### config.mk
export PLATFORM = sky130hd
export DESIGN_NAME = game_speed_ctrl_flat
export DESIGN_NICKNAME = d
export VERILOG_FILES = /design/src/rtl/game_pkg.sv /design/src/rtl/game_speed_ctrl_if.sv /design/src/rtl/tick_prescaler.sv /design/src/rtl/game_speed_ctrl.sv /design/src/flat_wrapper.sv
export SDC_FILE = /design/constraint.sdc
export NUM_CORES = 1
export LEC_CHECK = 0
export BUFFER_PORTS_ARGS = -buffer_cell sky130_fd_sc_hd__buf_2
export CORE_MARGIN = 3
export CORE_UTILIZATION = 61
export CTS_CLUSTER_DIAMETER = 50
export DETAILED_ROUTE_END_ITERATION = 8
export PLACE_DENSITY = 0.76
export SKIP_CTS_REPAIR_TIMING = 1
export SLEW_MARGIN = 20
export SYNTH_ARGS = -nofsm -noshare
export SYNTH_HDL_FRONTEND = slang
export SYNTH_SLANG_ARGS = --single-unit
### constraint.sdc
create_clock -name clk -period 8.67 [get_ports clk]
set_input_delay 2.601 -clock clk [delete_from_list [all_inputs] [get_ports clk]]
set_output_delay 2.601 -clock clk [all_outputs]
set_load 0.005 [all_outputs]
### src/rtl/game_pkg.sv
// Shared definitions for the game speed controller: FSM states and the
// level-clamp / tick-period helpers.
package game_pkg;

  typedef enum logic [1:0] {
    S_WAIT = 2'd0,
    S_ARM  = 2'd1,
    S_LOCK = 2'd2
  } state_e;

  function automatic logic [31:0] clamp_level(input logic [31:0] lvl, input int unsigned levels);
    return (lvl >= levels) ? 32'(levels - 1) : lvl;
  endfunction

  // Faster levels halve the period; never drop below one clock.
  function automatic logic [31:0] period_of(input int unsigned base, input logic [31:0] s);
    logic [31:0] p;
    p = 32'(base) >> s;
    return (p == 32'd0) ? 32'd1 : p;
  endfunction

endpackage

### src/rtl/game_speed_ctrl_if.sv
// Switch-side bundle of the speed controller: raw selection in, speed/status out.
interface game_speed_ctrl_if #(
  parameter int unsigned LW = 2
);
  logic [LW-1:0] level;
  logic          ready;
  logic [LW-1:0] gameSpeed;
  logic          control;
  logic          tick;
  logic          at_max;

  modport master (output level, ready, input gameSpeed, control, tick, at_max);
  modport slave  (input level, ready, output gameSpeed, control, tick, at_max);
endinterface

### src/rtl/tick_prescaler.sv
// Free-running divider: strobes tick on the last count of each period while enabled.
module tick_prescaler #(
  parameter int unsigned CNT_W = 26
) (
  input  logic             clk,
  input  logic             rst,
  input  logic             en,
  input  logic             clr,
  input  logic [CNT_W-1:0] period,
  output logic             tick
);

  logic [CNT_W-1:0] cnt_q;

  assign tick = en && (cnt_q == (period - CNT_W'(1)));

  always_ff @(posedge clk or negedge rst) begin
    if (!rst) begin
      cnt_q <= '0;
    end else if (!en || clr || tick) begin
      cnt_q <= '0;
    end else begin
      cnt_q <= cnt_q + CNT_W'(1);
    end
  end

endmodule

### src/rtl/game_speed_ctrl.sv
// Difficulty selector: arms on ready, tracks the switches, locks on ready release,
// then drives the game-step tick and optionally climbs levels on its own.
module game_speed_ctrl
  import game_pkg::*;
#(
  parameter int unsigned LEVELS      = 4,
  parameter int unsigned LW          = $clog2(LEVELS),
  parameter int unsigned CNT_W       = 26,
  parameter int unsigned BASE_PERIOD = 50_000_000,
  parameter int unsigned AUTO_ADV    = 0,
  parameter int unsigned ADV_TICKS   = 32
) (
  input logic              clk,
  input logic              rst,
  game_speed_ctrl_if.slave bus
);

  localparam int unsigned AW = (ADV_TICKS > 1) ? $clog2(ADV_TICKS) : 1;

  state_e        state_q;
  logic [LW-1:0] speed_q;
  logic          ctrl_q;
  logic [AW-1:0] adv_cnt_q;

  logic             tick;
  logic             adv_last;
  logic             adv_fire;
  logic [CNT_W-1:0] period;

  assign period   = CNT_W'(period_of(BASE_PERIOD, 32'(speed_q)));
  assign adv_last = (adv_cnt_q == AW'(ADV_TICKS - 1));
  // Advance restarts the prescaler so the new period counts from zero.
  assign adv_fire = (AUTO_ADV != 0) && tick && adv_last && (speed_q != LW'(LEVELS - 1));

  tick_prescaler #(
    .CNT_W (CNT_W)
  ) u_prescaler (
    .clk    (clk),
    .rst    (rst),
    .en     (state_q == S_LOCK),
    .clr    (adv_fire),
    .period (period),
    .tick   (tick)
  );

  always_ff @(posedge clk or negedge rst) begin
    if (!rst) begin
      state_q   <= S_WAIT;
      speed_q   <= '0;
      ctrl_q    <= 1'b0;
      adv_cnt_q <= '0;
    end else begin
      case (state_q)
        S_WAIT: begin
          if (bus.ready) state_q <= S_ARM;
        end
        S_ARM: begin
          speed_q <= LW'(clamp_level(32'(bus.level), LEVELS));
          if (!bus.ready) begin
            state_q <= S_LOCK;
            ctrl_q  <= 1'b1;
          end
        end
        S_LOCK: begin
          if ((AUTO_ADV != 0) && tick) begin
            adv_cnt_q <= adv_last ? '0 : adv_cnt_q + AW'(1);
            if (adv_fire) speed_q <= speed_q + LW'(1);
          end
        end
        default: begin
          state_q   <= S_WAIT;
          speed_q   <= '0;
          ctrl_q    <= 1'b0;
          adv_cnt_q <= '0;
        end
      endcase
    end
  end

  assign bus.gameSpeed = speed_q;
  assign bus.control   = ctrl_q;
  assign bus.tick      = tick;
  assign bus.at_max    = (speed_q == LW'(LEVELS - 1));

endmodule

### src/flat_wrapper.sv
// flat-port wrapper written by rule: the top's interface ports become plain ports
module game_speed_ctrl_flat import game_pkg::*;
#(
  parameter int unsigned LEVELS      = 4,
  parameter int unsigned LW          = $clog2(LEVELS),
  parameter int unsigned CNT_W       = 26,
  parameter int unsigned BASE_PERIOD = 50_000_000,
  parameter int unsigned AUTO_ADV    = 0,
  parameter int unsigned ADV_TICKS   = 32
)
  (clk, rst, bus_level, bus_ready, bus_gameSpeed, bus_control, bus_tick, bus_at_max);
  game_speed_ctrl_if #(.LW(LW)) bus_i ();
  input logic clk;
  input logic rst;
  input wire logic [$bits(bus_i.level)-1:0] bus_level;
  input wire logic [$bits(bus_i.ready)-1:0] bus_ready;
  output wire logic [$bits(bus_i.gameSpeed)-1:0] bus_gameSpeed;
  output wire logic [$bits(bus_i.control)-1:0] bus_control;
  output wire logic [$bits(bus_i.tick)-1:0] bus_tick;
  output wire logic [$bits(bus_i.at_max)-1:0] bus_at_max;
  assign bus_i.level = bus_level;
  assign bus_i.ready = bus_ready;
  assign bus_gameSpeed = bus_i.gameSpeed;
  assign bus_control = bus_i.control;
  assign bus_tick = bus_i.tick;
  assign bus_at_max = bus_i.at_max;
  game_speed_ctrl #(.LEVELS(LEVELS), .LW(LW), .CNT_W(CNT_W), .BASE_PERIOD(BASE_PERIOD), .AUTO_ADV(AUTO_ADV), .ADV_TICKS(ADV_TICKS)) u_core (.clk(clk), .rst(rst), .bus(bus_i));
endmodule
==> key figures <==
Outcome
  – Status: finished clean

Yosys
  – Area fraction of the dominant cell type after synthesis: 0.435
  – Top_reg_cell synth: dfrtp_1
  – Post-synthesis cell type count: 36
  – Register area share after synthesis: 0.435
  – Number of flops mapped to enable cells by yosys: 0
  – Yosys reg bits: 31
  – Cells after Synth: 201
  – Syn. warnings: 0
  – Synth area leaders: dfrtp_1 (44%), nor2_1 (8.4%), xor2_1 (6.9%)
  – FFs w/ async S/R, synth: 1.00
  – Synth area leader: dfrtp_1
  – Post-Syn Area per Cell: 8.87 um^2
  – Post-Syn Nets: 208
  – Mapped Area: roughly 1800 um^2

Cells and area
  – Ant diodes: 0
  – Final Util: 0.710
  – Post-route design area: 1870 um^2
  – Nets: 218
  – Commonest non-fill, non-tap cell in the layout: nor2_1
  – Proportion of layout cells with a drive suffix above 1: 0.0943
  – Most frequent cells in the layout: nor2_1 (40), dfrtp_1 (31), nand2_1 (18)
  – Area grow syn2layout: 4.98%

Setup path
  – CP Capture Point: bus_tick
  – Reg2Reg Launch Point: u_core.bus.gameSpeed[0]$_DFFE_PN0P_
  – Worst path cell trace: inv_1 -> nand2_1 -> ha_1 -> o21ai_0 -> and4b_1 -> a21oi_1 -> or4_4 -> or4_1 -> nor2_1 -> buf_2
  – Reg-to-reg slack, setup: 5.69 ns
  – Crit Reg-Reg Endpoint: u_core.u_prescaler.cnt_q[17]$_DFF_PN0_
  – CP Buf/Inv Count: 2
  – Critical Path AT: 3.20 ns
  – Top Family by Delay on Critical Path: simple AND/OR/NAND/NOR gates
  – Worst Reg2Reg Path Length in Cells: 10
  – Crit end category: output pin
  – Largest stage delay, worst path: ~0.57 ns
  – Worst path required time: around 6 ns
  – WS Path Type: reg -> out
  – Crit path launch: u_core.bus.gameSpeed[0]$_DFFE_PN0P_
  – Crit-path max FO: 15
  – Slowest CP cell: dfrtp_1
  – WP depth: 10
  – Startpoint types: register

Clocking
  – CTS tree: yes
  – H-tree levels: 2
  – Worst-path clk slew: around 0.090 ns
  – Cts bufs inserted: 5
  – Clock latency at the later pin of the worst-skew pair: 0.34 ns
  – Clock tree buffer depth: 2
  – Root buffer cell: clkbuf_4
  – CTS sink count: 31

Power and ir drop
  – Max IR drop VDD: 0.194 mV
  – Combinational Power Share: 0.267
  – Internal power: 228 uW
  – Seq pwr share: 0.511
  – Net Sw Frac: 0.368
  – Leakage: around 0.00073 uW
  – Pwr dens: between 150 and 200 nW/um^2
  – Clock power share: 0.222
  – NetSw: ~130 uW

Timing
  – Max Fclk: 172 MHz
  – Period utilization: 0.669
  – Fin crit period: 5.80 ns
  – Worst Clk Skew: 0.0113 ns
  – Worst slew margin relative to its limit: 0.355
  – Final max-slew violation count: 0
  – Final hold violations: 0
  – Final setup vio count: 0
  – RSZ-0062 raised after global routing: false
  – Worst setup margin: 2.87 ns
  – Worst-Margin Slew: 0.966 ns
  – Setup_tns: 0 ns

Detailed routing
  – Final WL: 3670 um
  – Via-to-Cell Ratio: 5.83
  – DR iter-0 viols: 95
  – Antenna viol nets, final: 0
  – Drt drc: 0
  – WL/cell: 15.2 um
  – 1st-pass router iterations: 5
  – Via count: 1412

Global route
  – GR Util All Layers: 0.246
  – Grt ovf: 0
  – Largest net degree at the start of global routing: 32
  – Initial antenna violation count: 0
  – First-pass GRT wire length: 6460 um
  – Vias in the first global route: 1425

Place
  – DP Wirelength: 2620 um
  – Port Buffers: 9
  – RePlAce Congestion: 0.878
  – Pre-CTS WS: between 3 and 4 ns
  – Area after DPL: between 1500 and 2000 um^2

Floorplan
  – DIE WIDTH: between 60 and 70 um
  – Chip Height: ~60 um
  – Initial Utilization: 0.677
  – Core area: 2640 um^2
  – Row cnt: 18
  – # IOs: 10
  – Full die area: 3610 um^2

Job
  – Max Cap Violations: 0

Hold path
  – Min-Delay Path Class: reg -> reg
cells by family (layout without fill, tap and decap cells):
family | count (synthesis) | count (layout) | share of synthesized area
DFF | 31 | 31 | 0.435
adders and majority gates | 2 | 2 | 0.0140
and+or+nand+nor | 103 | 103 | 0.282
muxes | 1 | 1 | 0.00561
buffers and inverters | 14 | 25 | 0.0435
AOI/OAI and AO/OA | 23 | 23 | 0.0828
xor gates and xnor gates | 27 | 27 | 0.137
state kept, by name, indices dropped and copies added, names as in the netlist:
signal,count
u_core.state_q,2
u_core.bus.control,1
u_core.u_prescaler.cnt_q,26
u_core.bus.gameSpeed,2
power groups by stage:
| stage | combinational (uW) | sequential, uW | clock, uW |
|---|---|---|---|
| 5_1_grt | 107 | 188 | 88.3 |
| 4_1_cts | 97.2 | 184 | 81.4 |
| 3_5_place_dp | 97.0 | 187 | 0 |
| 6_report | 96.4 | 184 | 80.0 |
| 2_1_floorplan | 87.8 | 174 | 0 |
| 3_3_place_gp | 91.4 | 185 | 0 |
metal layers:
metal,routed length [um],vias to the layer above,global-route usage,share of wire
li1,-,700,-,-
met3,167,6,0.0648,0.045
met4,46,0,0.111,0.013
met1,1640,674,0.303,0.45
met2,1810,32,0.401,0.49
met5,0,-,0,0
layout make-up:
cell class              instances  area [um^2]
clock buffers                   7         45.0
fillers                       198          763
multi-input cells             156          930
inverters                       7         26.3
well taps                      30         37.5
clock inverters                 1         5.00
repair buffers                 10         52.6
flip-flops and latches         31          776
Yosys cell counts (3+ instances only):
library cell,n
nor2_1,40
dfrtp_1,31
nand2_1,18
xor2_1,14
xnor2_1,12
nand3_1,11
a21oi_1,10
nand4_1,8
o21ai_0,7
inv_1,6
nand2b_1,5
nor3_1,4
buf_6,3
nand3b_1,3
nor2b_1,3
stage by stage:
stage | total power [uW] | hold slack, ns | std cells
floorplan | 261 | 0.444 | 201
global placement | 276 | 0.482 | 234
detailed placement | 284 | 0.489 | 234
CTS | 363 | 0.501 | 242
global route | 383 | 0.507 | 242
finish | 360 | 0.500 | 242
how the worst min path moves through the flow:
stage,cells after the start,start,slack [ns],end
after floorplan,1,u_core.u_prescaler.cnt_q[0]$_DFF_PN0_,0.44,u_core.u_prescaler.cnt_q[0]$_DFF_PN0_
after global placement,1,u_core.u_prescaler.cnt_q[0]$_DFF_PN0_,0.48,u_core.u_prescaler.cnt_q[0]$_DFF_PN0_
after detailed placement,1,u_core.u_prescaler.cnt_q[0]$_DFF_PN0_,0.49,u_core.u_prescaler.cnt_q[0]$_DFF_PN0_
after CTS,1,u_core.u_prescaler.cnt_q[0]$_DFF_PN0_,0.50,u_core.u_prescaler.cnt_q[0]$_DFF_PN0_
after global routing,1,u_core.u_prescaler.cnt_q[0]$_DFF_PN0_,0.51,u_core.u_prescaler.cnt_q[0]$_DFF_PN0_
final,1,u_core.u_prescaler.cnt_q[0]$_DFF_PN0_,0.50,u_core.u_prescaler.cnt_q[0]$_DFF_PN0_
No activity file was read; power rests on OpenSTA's default activity.
